==> config.mk <==
export PLATFORM = sky130hd
export DESIGN_NAME = mul_sequencer_flat
export DESIGN_NICKNAME = d
export VERILOG_FILES = /design/src/rtl/alu_pkg.sv /design/src/rtl/mul_sequencer_if.sv /design/src/rtl/mul_step.sv /design/src/rtl/mul_sequencer.sv /design/src/flat_wrapper.sv
export SDC_FILE = /design/constraint.sdc
export NUM_CORES = 1
export LEC_CHECK = 0
export ABC_AREA = 1
export ABC_CLOCK_PERIOD_IN_PS = 5630
export CORE_ASPECT_RATIO = 1.2
export CORE_UTILIZATION = 50
export CTS_CLUSTER_SIZE = 8
export DETAILED_ROUTE_END_ITERATION = 16
export DONT_BUFFER_PORTS = 1
export MAX_ROUTING_LAYER = met4
export SETUP_SLACK_MARGIN = 0.1
export SLEW_MARGIN = 30
export SYNTH_ARGS = -nofsm -noshare
export SYNTH_HDL_FRONTEND = slang
export SYNTH_SLANG_ARGS = --single-unit
==> constraint.sdc <==
create_clock -name clk_i -period 5.63 [get_ports clk_i]
set_clock_uncertainty 0.15 [all_clocks]
set_input_delay 0.8445 -clock clk_i [delete_from_list [all_inputs] [get_ports clk_i]]
set_output_delay 0.8445 -clock clk_i [all_outputs]
set_load 0.1 [all_outputs]
==> src/rtl/alu_pkg.sv <==
// Shared EX-stage ALU definitions: control codes, ALUOp classes
// and the multiply sequencer state type.
package alu_pkg;

    localparam logic [3:0] ALU_AND  = 4'b0000;
    localparam logic [3:0] ALU_XOR  = 4'b0001;
    localparam logic [3:0] ALU_SLL  = 4'b0010;
    localparam logic [3:0] ALU_ADD  = 4'b0011;
    localparam logic [3:0] ALU_SUB  = 4'b0100;
    localparam logic [3:0] ALU_MUL  = 4'b0101;
    localparam logic [3:0] ALU_ADDI = 4'b0110;
    localparam logic [3:0] ALU_SRAI = 4'b0111;
    localparam logic [3:0] ALU_LDST = 4'b1000;
    localparam logic [3:0] ALU_BEQ  = 4'b1001;

    localparam logic [1:0] ALUOP_I    = 2'b11;
    localparam logic [1:0] ALUOP_R    = 2'b10;
    localparam logic [1:0] ALUOP_LDST = 2'b00;
    localparam logic [1:0] ALUOP_BR   = 2'b01;

    typedef enum logic [1:0] {
        MS_IDLE = 2'd0,
        MS_RUN  = 2'd1,
        MS_DONE = 2'd2
    } mul_state_t;

endpackage

==> src/rtl/mul_sequencer_if.sv <==
// EX-stage <-> multiply sequencer bundle: operands and control in,
// stall/busy/done and the product out.
interface mul_sequencer_if #(
    parameter int XLEN = 32
);
    logic            valid_i;
    logic [3:0]      ALUCtrl_i;
    logic [XLEN-1:0] rs1_data_i;
    logic [XLEN-1:0] rs2_data_i;
    logic            flush_i;
    logic            stall_o;
    logic            busy_o;
    logic            done_o;
    logic [XLEN-1:0] result_o;

    modport master (
        output valid_i, ALUCtrl_i, rs1_data_i, rs2_data_i, flush_i,
        input  stall_o, busy_o, done_o, result_o
    );

    modport slave (
        input  valid_i, ALUCtrl_i, rs1_data_i, rs2_data_i, flush_i,
        output stall_o, busy_o, done_o, result_o
    );
endinterface

==> src/rtl/mul_step.sv <==
// One shift-add iteration: conditional accumulate, then shift
// multiplicand left and multiplier right.
module mul_step #(
    parameter int XLEN = 32
) (
    input  logic [XLEN-1:0] acc,
    input  logic [XLEN-1:0] mcand,
    input  logic [XLEN-1:0] mplier,
    output logic [XLEN-1:0] acc_nxt,
    output logic [XLEN-1:0] mcand_nxt,
    output logic [XLEN-1:0] mplier_nxt
);
    assign acc_nxt    = mplier[0] ? acc + mcand : acc;
    assign mcand_nxt  = mcand << 1;
    assign mplier_nxt = mplier >> 1;
endmodule

==> src/rtl/mul_sequencer.sv <==
// Iterative multiplier with pipeline-stall control for the EX stage.
// Owns the multiply from request to a one-cycle done pulse.
module mul_sequencer
    import alu_pkg::*;
#(
    parameter int XLEN       = 32,
    parameter bit EARLY_EXIT = 1'b0
) (
    input  logic          clk_i,
    input  logic          rst_i,
    mul_sequencer_if.slave bus
);
    localparam int CW = $clog2(XLEN);
    localparam logic [CW-1:0] LAST = CW'(XLEN - 1);

    mul_state_t      state;
    logic [XLEN-1:0] acc;
    logic [XLEN-1:0] mcand;
    logic [XLEN-1:0] mplier;
    logic [CW-1:0]   cnt;
    logic [XLEN-1:0] result;

    logic [XLEN-1:0] acc_nxt;
    logic [XLEN-1:0] mcand_nxt;
    logic [XLEN-1:0] mplier_nxt;
    logic            req;
    logic            last_iter;

    mul_step #(.XLEN(XLEN)) u_step (
        .acc        (acc),
        .mcand      (mcand),
        .mplier     (mplier),
        .acc_nxt    (acc_nxt),
        .mcand_nxt  (mcand_nxt),
        .mplier_nxt (mplier_nxt)
    );

    assign req = bus.valid_i
              && (bus.ALUCtrl_i == ALU_MUL)
              && !bus.flush_i;

    assign last_iter = (cnt == LAST)
                    || (EARLY_EXIT && (mplier_nxt == '0));

    always_ff @(posedge clk_i or negedge rst_i) begin
        if (!rst_i) begin
            state  <= MS_IDLE;
            acc    <= '0;
            mcand  <= '0;
            mplier <= '0;
            cnt    <= '0;
            result <= '0;
        end else begin
            unique case (state)
                MS_IDLE: begin
                    if (req) begin
                        acc    <= '0;
                        mcand  <= bus.rs1_data_i;
                        mplier <= bus.rs2_data_i;
                        cnt    <= '0;
                        state  <= MS_RUN;
                    end
                end
                MS_RUN: begin
                    if (bus.flush_i) begin
                        state <= MS_IDLE;
                    end else begin
                        acc    <= acc_nxt;
                        mcand  <= mcand_nxt;
                        mplier <= mplier_nxt;
                        cnt    <= cnt + CW'(1);
                        if (last_iter) begin
                            result <= acc_nxt;
                            state  <= MS_DONE;
                        end
                    end
                end
                MS_DONE: state <= MS_IDLE;
                default: state <= MS_IDLE;
            endcase
        end
    end

    // stall is held low while reset is asserted so the pipeline is never frozen by a dead request
    assign bus.stall_o  = rst_i
                       && ((state == MS_RUN)
                        || ((state == MS_IDLE) && req));
    assign bus.busy_o   = (state == MS_RUN);
    assign bus.done_o   = (state == MS_DONE);
    assign bus.result_o = result;

endmodule

==> src/flat_wrapper.sv <==
// flat-port wrapper written by rule: the top's interface ports become plain ports
module mul_sequencer_flat import alu_pkg::*;
#(
    parameter int XLEN       = 32,
    parameter bit EARLY_EXIT = 1'b0
)
  (clk_i, rst_i, bus_valid_i, bus_ALUCtrl_i, bus_rs1_data_i, bus_rs2_data_i, bus_flush_i, bus_stall_o, bus_busy_o, bus_done_o, bus_result_o);
  mul_sequencer_if #(.XLEN(XLEN)) bus_i ();
  input  logic clk_i;
  input  logic rst_i;
  input wire logic [$bits(bus_i.valid_i)-1:0] bus_valid_i;
  input wire logic [$bits(bus_i.ALUCtrl_i)-1:0] bus_ALUCtrl_i;
  input wire logic [$bits(bus_i.rs1_data_i)-1:0] bus_rs1_data_i;
  input wire logic [$bits(bus_i.rs2_data_i)-1:0] bus_rs2_data_i;
  input wire logic [$bits(bus_i.flush_i)-1:0] bus_flush_i;
  output wire logic [$bits(bus_i.stall_o)-1:0] bus_stall_o;
  output wire logic [$bits(bus_i.busy_o)-1:0] bus_busy_o;
  output wire logic [$bits(bus_i.done_o)-1:0] bus_done_o;
  output wire logic [$bits(bus_i.result_o)-1:0] bus_result_o;
  assign bus_i.valid_i = bus_valid_i;
  assign bus_i.ALUCtrl_i = bus_ALUCtrl_i;
  assign bus_i.rs1_data_i = bus_rs1_data_i;
  assign bus_i.rs2_data_i = bus_rs2_data_i;
  assign bus_i.flush_i = bus_flush_i;
  assign bus_stall_o = bus_i.stall_o;
  assign bus_busy_o = bus_i.busy_o;
  assign bus_done_o = bus_i.done_o;
  assign bus_result_o = bus_i.result_o;
  mul_sequencer #(.XLEN(XLEN), .EARLY_EXIT(EARLY_EXIT)) u_core (.clk_i(clk_i), .rst_i(rst_i), .bus(bus_i));
endmodule
After elaboration in Yosys (flattened, before gate mapping)
Index checks and enable logic that the tools add are counted.
{"block": "totals", "regBits": 135, "word_cells": 44}
{"block": "op_classes", "addsub": 2, "eq_ne": 7, "mux": 17, "bitwise": 1, "n_reduce_logical": 11}
{"operator": "32-bit two-way mux", "count": 7}
{"operator": "32-bit one-hot mux with 2 select lines", "count": 3}
{"operator": "32-bit adder", "count": 1}
{"operator": "5-bit two-way mux", "count": 2}
{"operator": "5-bit one-hot mux with 2 select lines", "count": 1}
{"operator": "2-bit two-way mux", "count": 3}
{"operator": "3-bit AND reduction", "count": 2}
{"operator": "5-bit by 1-bit adder with 5-bit output, second input constant", "count": 1}
{"operator": "5-bit equality test, second input constant", "count": 1}
{"operator": "4-bit by 3-bit equality test with 1-bit output, second input constant", "count": 1}
{"operator": "1-bit logical AND", "count": 4}
{"operator": "2-bit one-hot mux with 2 select lines", "count": 1}
{"operator": "3-bit by 2-bit != test with 1-bit output, second input constant", "count": 1}
{"operator": "2-bit by 1-bit equality test with 1-bit output, second input constant", "count": 1}
{"operator": "2-bit equality test, second input constant", "count": 1}
{"operator": "2-bit logical NOT", "count": 1}
{"operator": "2-bit by 1-bit != test with 1-bit output, second input constant", "count": 1}
{"operator": "2-bit != test, second input constant", "count": 1}
{"operator": "2-bit AND reduction", "count": 1}
{"operator": "2-bit nonzero test", "count": 1}
{"operator": "1-bit logical NOT", "count": 1}
{"operator": "1-bit logical OR", "count": 1}
{"operator": "1-bit inverter", "count": 1}

Logic depth before layout (Yosys ltp)
Gate-level depths: netlist of the first run.
{"block": "logic_depth", "word_depth": 6, "depth_mapped": 14, "ltp_nobuf": 13}

Modules after synthesis
Synthesis of the first run repeated with hierarchy kept, for this count alone.
{"block": "unflattened", "hier_cells": 1456, "area_unflattened_um2": 9492.9}
{"module": "mul_sequencer", "instances": 1, "cells_per_inst": 820, "area_per_inst_um2": 6321.1, "seq_area_each_um2": 3378.2}
{"module": "mul_step", "instances": 1, "cells_per_inst": 636, "area_per_inst_um2": 3171.8, "seq_area_each_um2": 0.0}

Least setup slack after synthesis of the first run
No wires, ideal clock.
{"block": "synth_timing", "path_type": "input-to-output", "start": "input port bus_valid_i", "end": "output port bus_stall_o", "t_arrival_ns": 3.413, "slack_ns": 1.222, "cell_stages": 4, "path_buffers": 0, "cell_sequence": "nand2_1 > nor3b_1 > nand4_1 > a21boi_0"}
{"block": "synth_via", "elab_chain_len": 5}
{"item": "from (decl)", "line_no": "flat_wrapper.sv:11", "rtl": "input wire logic [$bits(bus_i.valid_i)-1:0] bus_valid_i;"}
{"item": "1-bit logical AND", "line_no": "mul_sequencer.sv:39", "rtl": "&& (bus.ALUCtrl_i == ALU_MUL)"}
{"item": "1-bit logical AND", "line_no": "mul_sequencer.sv:40", "rtl": "&& !bus.flush_i;"}
{"item": "1-bit logical AND", "line_no": "mul_sequencer.sv:87", "rtl": "|| ((state == MS_IDLE) && req));"}
{"item": "1-bit logical OR", "line_no": "mul_sequencer.sv:87"}
{"item": "1-bit logical AND", "line_no": "mul_sequencer.sv:86", "rtl": "&& ((state == MS_RUN)"}
{"item": "to (decl)", "line_no": "flat_wrapper.sv:16", "rtl": "output wire logic [$bits(bus_i.stall_o)-1:0] bus_stall_o;"}
No other way between the ends.

Worst setup path in the final report of the first run
Same ends and word-level chain as after synthesis.

==> flow_summary.toml, run 1 <==
[cells_and_area]
syn2layout_area_growth_pct = 9.47
finalNonFillerCells = 1364
antenna_cells = 0
drive_above_1_share_pct = 7.73
final_area_um2 = 9080
multiInputGateArea_um2 = 4140
fin_nets = 1245
final_util_pct = 56.0
seq_area_um2 = 3380
n_fill_cell = 1639

[synthesis]
post-synth-top-count-cell = "nand2_1"
yosysTopAreaCell = "dfrtp_1"
synth_edf_count = 0
async_reset_ff_share_pct = 100
syn_area_um2 = 8300
synthFlopType = "dfrtp_1"
synthTopCellsByArea = "dfrtp_1 (41%), nand2_1 (20%), inv_1 (6.6%)"
yosys.cell_types.count = 39
syn-num-nets = 1259
ys_seq_elements = 135
synth_warnings = 0
avgSynthCellArea_um2 = 7.20
yosysTopAreaCellShare_pct = 40.7
yosys-top-cells-count = "nand2_1 (445), inv_1 (147), dfrtp_1 (135)"
syn_inst = 1153
ys_seq_area_share_pct = 40.7

[detailed_routing]
route.detailed.drc = 0
antenna_left = 0
drt-wirelength-per-cell_um = 15.1
via_per_inst = 5.15
drtIter0Drc = 362
routed_wl_um = 20600
first_pass_iters = 5
vias = 7031

[power_and_ir_drop]
powerDensity_nw_per_um2 = 399
internal_power_uw = 2310
ir_drop_mv = 0.214
clockPowerShare_pct = 33.3
pwr-share-comb_pct = 30.7
pwr-share-seq_pct = 36.0
power_uw = 3630
switchingPower_uw = 1320
swShare_pct = 36.3
p_leak_uw = 0.00503

[sta]
hold_viol_final = 0
clock.fmax_ghz = 0.335
period_minus_slack_ns = 2.99
period_share_pct = 53.1
tightestPinTransition_ns = 0.951
slew_headroom_pct = 36.6
rsz0062_at_grt = "no"
setup_violations = 0
tns_ns = 0
drv_slew = 0

[floorplan]
die_x_um = 120
num_io_pins = 107
start_util_pct = 51.2
dieArea_um2 = 17100
rows = 51
dieHeight_um = 143
core_area_um2 = 16200

[global_route]
grt_pass1_vias = 6891
globalRoute.totalOverflow = 0
antenna_found_initial = 0
grt_util_all_layers_pct = 26.6
grt_pass1_wl_um = 34400
grt_max_degree = 136

[cts]
htree_levels = 4
hold_buffers = 1
cts.sinks = 135
cts-root-buf = "clkbuf_16"
cts_made_buffers = 17
clk_latency_ns = 0.43
clk_pin_slew_ns = 0.06
cts_resized = 0
cts_tree = "yes"
cts_buffer_depth = 2
post_cts_buffers = 0

[job]
maxCapViolations = 0

[placement]
place_congestion = 0.936
io_buffers = 0
dp_cells = 1331
place_hpwl_um = 13900
placed_area_um2 = 8420

[worst_setup_path]
crit_required_ns = 4.64
crit_end = "bus_stall_o"
ff2ff_setup_slack_ns = 2.79
worst-r2r-cell-count = 9
crit_path_end_kind = "primary output"
setup.worst_path.start = "bus_valid_i"
path_max_fanout = 4
crit_slowest_cell = "a21boi_4"
r2r-start = "u_core.state[1]"
r2r-end = "u_core.mcand[0]"
critPathKind = "in2out"
crit_path_start_kind = "input pin"
crit_arrival_ns = 1.99
slowest_delay_ns = 0.67
path_cells = "nand2_1 > nor3b_1 > nand4_1 > a21boi_4"

[run_status]
status = "finished clean"

[hold_path]
hold_path.class = "in2async"
## power groups by stage
stage	sequential (uW)	clock (uW)	combinational [uW]
4_1_cts	1310	1230	1120
2_1_floorplan	1280	0	899
5_1_grt	1330	1270	1290
3_5_place_dp	1320	0	1090
3_3_place_gp	1320	0	1070
6_report	1310	1210	1110
## worst min path at each step
| stage | to | slack, ns | depth (start not counted) |
|---|---|---|---|
| 2_1_floorplan | u_core.mplier[10] | 0.30 | 2 |
| 3_3_place_gp | u_core.mplier[8] | 0.31 | 2 |
| 3_5_place_dp | u_core.mplier[3] | 0.32 | 2 |
| 4_1_cts | u_core.bus.result_o[14] | 0.28 | 1 |
| 5_1_grt | u_core.bus.result_o[15] | 0.29 | 1 |
| 6_report | u_core.bus.result_o[8] | 0.19 | 1 |
## registers in the layout, indices dropped and copies added (netlist names)
signal and count:
u_core.acc 32, u_core.state 2, u_core.mplier 32, u_core.bus.result_o 32
u_core.mcand 32, u_core.cnt 5
## cells in the final DEF, fill, tap and decap left out, drive strengths merged, types with 9 or more instances in the layout
| master | synthesis | routed |
|---|---|---|
| o21ai | 43 | 43 |
| nand3 | 95 | 95 |
| ha | 33 | 33 |
| a21oi | 21 | 21 |
| a22oi | 48 | 48 |
| nand2 | 461 | 461 |
| o211ai | 15 | 15 |
| dfrtp | 135 | 135 |
| inv | 151 | 159 |
| nor2 | 46 | 46 |
| or2 | 16 | 16 |
| xnor2 | 9 | 9 |
| clkbuf | 10 | 19 |
## critical path, delay by kind of cell
kind	cells	cell delay, ns
simple gates	3	0.48
compound gates	1	0.67
## layer usage
layer / up-vias / routed length [um] / track usage [%]
li1: 3648 / - / -
met1: 3239 / 9460 / 32.6
met2: 123 / 10000 / 43.5
met3: 21 / 776 / 5.55
met4: 0 / 369 / 8.88
met5: - / 0 / -
## cells by family after synthesis
family	after synthesis	share of synthesized area (%)
DFF	135	40.7
AOI/OAI and AO/OA	141	10.8
xor gates and xnor gates	15	1.58
and+or+nand+nor	632	32.0
adders and majority gates	34	5.22
buffers and inverters	196	9.65
## final cells by class
| class | count | area share, % |
|---|---|---|
| clock buffer | 19 | 4.99 |
| clock inverter | 13 | 2.01 |
| inverter | 155 | 6.40 |
| multi-input combinational | 822 | 45.6 |
| sequential | 135 | 37.2 |
| tap | 212 | 2.92 |
| timing repair buffer | 8 | 0.882 |
## through the flow
step | setup slack (ns) | hold WS [ns]
global placement | 2.40 | 0.313
finish | 2.64 | 0.195
CTS | 2.63 | 0.283
detailed placement | 2.44 | 0.316
floorplan | 1.22 | 0.299
global route | 2.57 | 0.291
No activity file was read; power rests on OpenSTA's default activity.
==> inputs of run 2 (changes only) <==
Settings changed: ABC_CLOCK_PERIOD_IN_PS 5630 to 2900.
Clock period 5.63 ns to 2.9 ns, I/O delays scaled along.
==> flow_summary.toml, run 2 (same netlist as run 1, synthesis figures left out) <==
[detailed_routing]
vias = 7292
antenna_left = 0
routed_wl_um = 21400
via_per_inst = 5.15
drtIter0Drc = 461
drt-wirelength-per-cell_um = 15.1
first_pass_iters = 5
route.detailed.drc = 0

[cells_and_area]
syn2layout_area_growth_pct = 15.3
antenna_cells = 0
multiInputGateArea_um2 = 4130
n_fill_cell = 1555
seq_area_um2 = 3380
layout_common_cells = "nand2_1 (445), inv_1 (147), dfrtp_1 (135)"
drive_above_1_share_pct = 7.55
final_area_um2 = 9570
finalNonFillerCells = 1417
final_common_cell = "nand2_1"
fin_nets = 1298

[cts]
cts_tree = "yes"
htree_levels = 4
cts_made_buffers = 17
post_cts_buffers = 0
cts.sinks = 135
cts_resized = 0
clk_pin_slew_ns = 0.07
hold_buffers = 50
clk_latency_ns = 0.43
cts_buffer_depth = 2
cts-root-buf = "clkbuf_16"

[sta]
slew_headroom_pct = 33.5
period_minus_slack_ns = 2.38
rsz0062_at_grt = "no"
clock.fmax_ghz = 0.421
hold_viol_final = 135
tightestPinTransition_ns = 0.998
tns_ns = 0
drv_slew = 0
holdWs_ns = -0.456
finalWorstSetupSlack_ns = 0.524
period_share_pct = 81.9
setup_violations = 0

[global_route]
grt_pass1_wl_um = 35500
grt_pass1_vias = 7208
globalRoute.totalOverflow = 0
grt_max_degree = 137
antenna_found_initial = 0
grt_util_all_layers_pct = 27.4

[floorplan]
rows = 51
die_x_um = 120
dieArea_um2 = 17100
core_area_um2 = 16200
start_util_pct = 51.2
num_io_pins = 107
dieHeight_um = 143

[worst_setup_path]
crit_path_start_kind = "flop"
path_cells = "ha_1 > fa_1 > nand3_1 > nand3_1 > nand2_1 > nand2_1 > nand2_1 > nand2_1 > nand2_1 > nand3_1 > nand3_1 > o21ai_0"
path_max_fanout = 4
worst-r2r-cell-count = 12
slowest_delay_ns = 0.46
crit_arrival_ns = 2.52
crit_required_ns = 3.05
crit_slowest_cell = "fa_1"
critPathKind = "reg2reg"
critPathMostFrequentCell = "nand2_1"
crit_path_end_kind = "flop"

[placement]
place_hpwl_um = 14600
place_congestion = 0.899
io_buffers = 0
dp_slack_ns = 0.551
placed_area_um2 = 8480
dp_cells = 1335

[power_and_ir_drop]
powerDensity_nw_per_um2 = 727
p_leak_uw = 0.00521
ir_drop_mv = 0.404

[hold_path]
hold_path.class = "in2async"

[job]
maxCapViolations = 0

[run_status]
status = "finished, violations left"
violations = "hold timing"
-- run 2: worst paths after layout --
kind,from,end,slack [ns]
min in group clk_i,bus_rs1_data_i[31],u_core.mcand[31],0.02
max,u_core.mcand[0],u_core.acc[16],0.52
min reg2reg,u_core.mplier[6],u_core.mplier[6],0.33
max reg2reg,u_core.mcand[0],u_core.acc[16],0.52
max in group asynchronous,rst_i,u_core.acc[27],2.84
min,rst_i,u_core.acc[18],-0.46
-- run 2: final cells by class --
cell class	count	share of cell area, %
Clock buffer	17	4.44
Clock inverter	15	1.78
Inverter	155	6.08
Multi-Input combinational cell	822	43.2
Sequential cell	135	35.3
Tap cell	212	2.77
Timing Repair Buffer	61	6.48
-- run 2: routing by layer --
layer	track usage (%)	vias to the layer above	share of wire [%]
li1	-	3758	-
met3	4.47	27	3.4
met5	-	-	0
met1	33.2	3365	45
met4	9.80	0	2.0
met2	46.0	142	49
-- run 2: worst max-delay path, delay by kind of cell, from the launching register on --
family | cells | cell delay [ns]
adder cells (fa/ha/maj) | 2 | 0.72
flip-flops | 1 | 0.40
AO/OA/AOI/OAI | 1 | 0.10
AND/OR/NAND/NOR | 9 | 0.86
-- run 2: power breakdown --
part	total (uW)	internal [uW]	switching (uW)
clock	2210	1290	926
combinational	2190	843	1350
sequential	2550	2260	293
-- run 2: per-stage QoR --
step                utilization, %  power (uW)
finish                        59.1        6950
global route                  59.1        7440
CTS                           59.1        7000
detailed placement            52.3        4710
global placement              52.3        4670
floorplan                        -        4220
==> inputs of run 3 (changes only) <==
Settings changed: ABC_CLOCK_PERIOD_IN_PS 2900 to 2450.
Clock period 2.9 ns to 2.45 ns, I/O delays scaled along.
==> flow_summary.toml, run 3 (same netlist as run 1, synthesis figures left out) <==
[global_route]
globalRoute.totalOverflow = 0
grt_util_all_layers_pct = 27.8
grt_pass1_wl_um = 36200
antenna_found_initial = 0
grt_pass1_vias = 7331
grt_max_degree = 137

[floorplan]
rows = 51
core_area_um2 = 16200
dieArea_um2 = 17100
dieHeight_um = 143
start_util_pct = 51.2
num_io_pins = 107
die_x_um = 120

[placement]
dp_cells = 1374
place_hpwl_um = 15100
io_buffers = 0
place_congestion = 0.959

[detailed_routing]
first_pass_iters = 6
drtIter0Drc = 407
routed_wl_um = 22100
vias = 7580
antenna_left = 0
route.detailed.drc = 0
via_per_inst = 5.16
drt-wirelength-per-cell_um = 15.0

[cts]
clk_latency_ns = 0.44
htree_levels = 4
cts-root-buf = "clkbuf_16"
cts_tree = "yes"
cts.sinks = 135
cts_made_buffers = 17
clk_pin_slew_ns = 0.06
hold_buffers = 63
cts_buffer_depth = 2

[cells_and_area]
fin_nets = 1351
finalNonFillerCells = 1470
multiInputGateArea_um2 = 4190
syn2layout_area_growth_pct = 21.7
final_common_cell = "nand2_1"
n_fill_cell = 1555
drive_above_1_share_pct = 11.8
layout_common_cells = "nand2_1 (441), inv_1 (147), dfrtp_1 (135)"
antenna_cells = 0
seq_area_um2 = 3380

[power_and_ir_drop]
ir_drop_mv = 0.429
powerDensity_nw_per_um2 = 840
pwr-share-comb_pct = 31.8
switchingPower_uw = 3090
p_leak_uw = 0.00553
clockPowerShare_pct = 32.6
pwr-share-seq_pct = 35.7
internal_power_uw = 5380
swShare_pct = 36.5

[worst_setup_path]
crit_required_ns = 2.62
critPathKind = "reg2reg"
crit_path_start_kind = "flop"
crit_arrival_ns = 2.37
path_max_fanout = 4
crit_path_end_kind = "flop"

[sta]
rsz0062_at_grt = "yes"
drv_slew = 0
tightestPinTransition_ns = 0.639
slew_headroom_pct = 57.3
period_minus_slack_ns = 2.20
holdWs_ns = -0.523
setup_violations = 0
clock.fmax_ghz = 0.455
hold_viol_final = 135
period_share_pct = 89.7
tns_ns = 0

[run_status]
status = "finished, violations left"
violations = "hold timing"

[hold_path]
hold_path.class = "in2async"

[job]
maxCapViolations = 0
run 3: cell types whose count changed in the layout (fill, tap and decap cells not counted), moves of 6 or more:
cell / before / now
buf_4: 8 / 48
dlygate4sd3_1: 50 / 63
nand3_1: 89 / 83
nand3_2: 6 / 12
run 3: final cells by class:
| class | count | area share [%] |
|---|---|---|
| Multi-Input combinational cell | 822 | 41.5 |
| Sequential cell | 135 | 33.5 |
| Timing Repair Buffer | 114 | 10.4 |
| Inverter | 155 | 5.76 |
| Clock buffer | 18 | 4.35 |
| Tap cell | 212 | 2.63 |
| Clock inverter | 14 | 1.85 |
run 3: worst paths after layout:
path / cells past startpoint / start / slack [ns] / endpoint
setup / recovery: 13 / u_core.mcand[0] / 0.25 / u_core.acc[22]
hold / removal: 0 / rst_i / -0.52 / u_core.mcand[15]
setup reg to reg: 13 / u_core.mcand[0] / 0.25 / u_core.acc[22]
hold reg to reg: 2 / u_core.bus.result_o[16] / 0.33 / u_core.bus.result_o[16]
max in group asynchronous: 0 / rst_i / 2.28 / u_core.bus.result_o[13]
min in group clk_i: 2 / bus_rs2_data_i[19] / 0.02 / u_core.mplier[19]
run 3: through the flow:
stage	utilization (%)	power (uW)	hold slack, ns	cell area [um2]	worst slack (ns)
finish	62.3	8480	-0.523	10100	0.252
global route	62.3	9060	-0.534	10100	0.0817
CTS	61.8	8460	-0.529	10000	0.112
detailed placement	54.1	5590	-0.0738	8770	0.139
global placement	54.1	5560	-0.0745	8770	0.180
floorplan	-	5000	-0.0781	8300	0.236
run 3: per-layer routing:
metal,track usage [%],vias to the layer above,routed length (um),share of wire (%)
met3,3.75,37,651,2.9
met2,47.6,138,11100,50
met4,9.47,0,436,2.0
met5,-,-,0,0
li1,-,3864,-,-
met1,33.5,3541,9860,45
run 3: power groups by stage:
stage	registers, uW	clock network, uW	logic [uW]
final	3030	2760	2690
after global routing	3080	2900	3080
after CTS	3020	2790	2650
after detailed placement	3050	0	2540
after global placement	3050	0	2510
after floorplan	2930	0	2070
run 3: critical path, stage by stage (launching register included):
cell and delay [ns]:
dfrtp_1 0.41, ha_2 0.22, fa_2 0.35, buf_4 0.15, nand2_1 0.07, nand3_2 0.08, nand2_1 0.09, nand2_2 0.14
nand2_2 0.11, nand2_1 0.05, nand2_1 0.05, nand3_1 0.08, nand3_1 0.09, nand2_1 0.05
run 3: what timing repair did:
action	CTS	global route
setup buffers	0	1
setup endpoints to repair	0	32
gates resized for setup	0	17
hold endpoints to repair	198	135
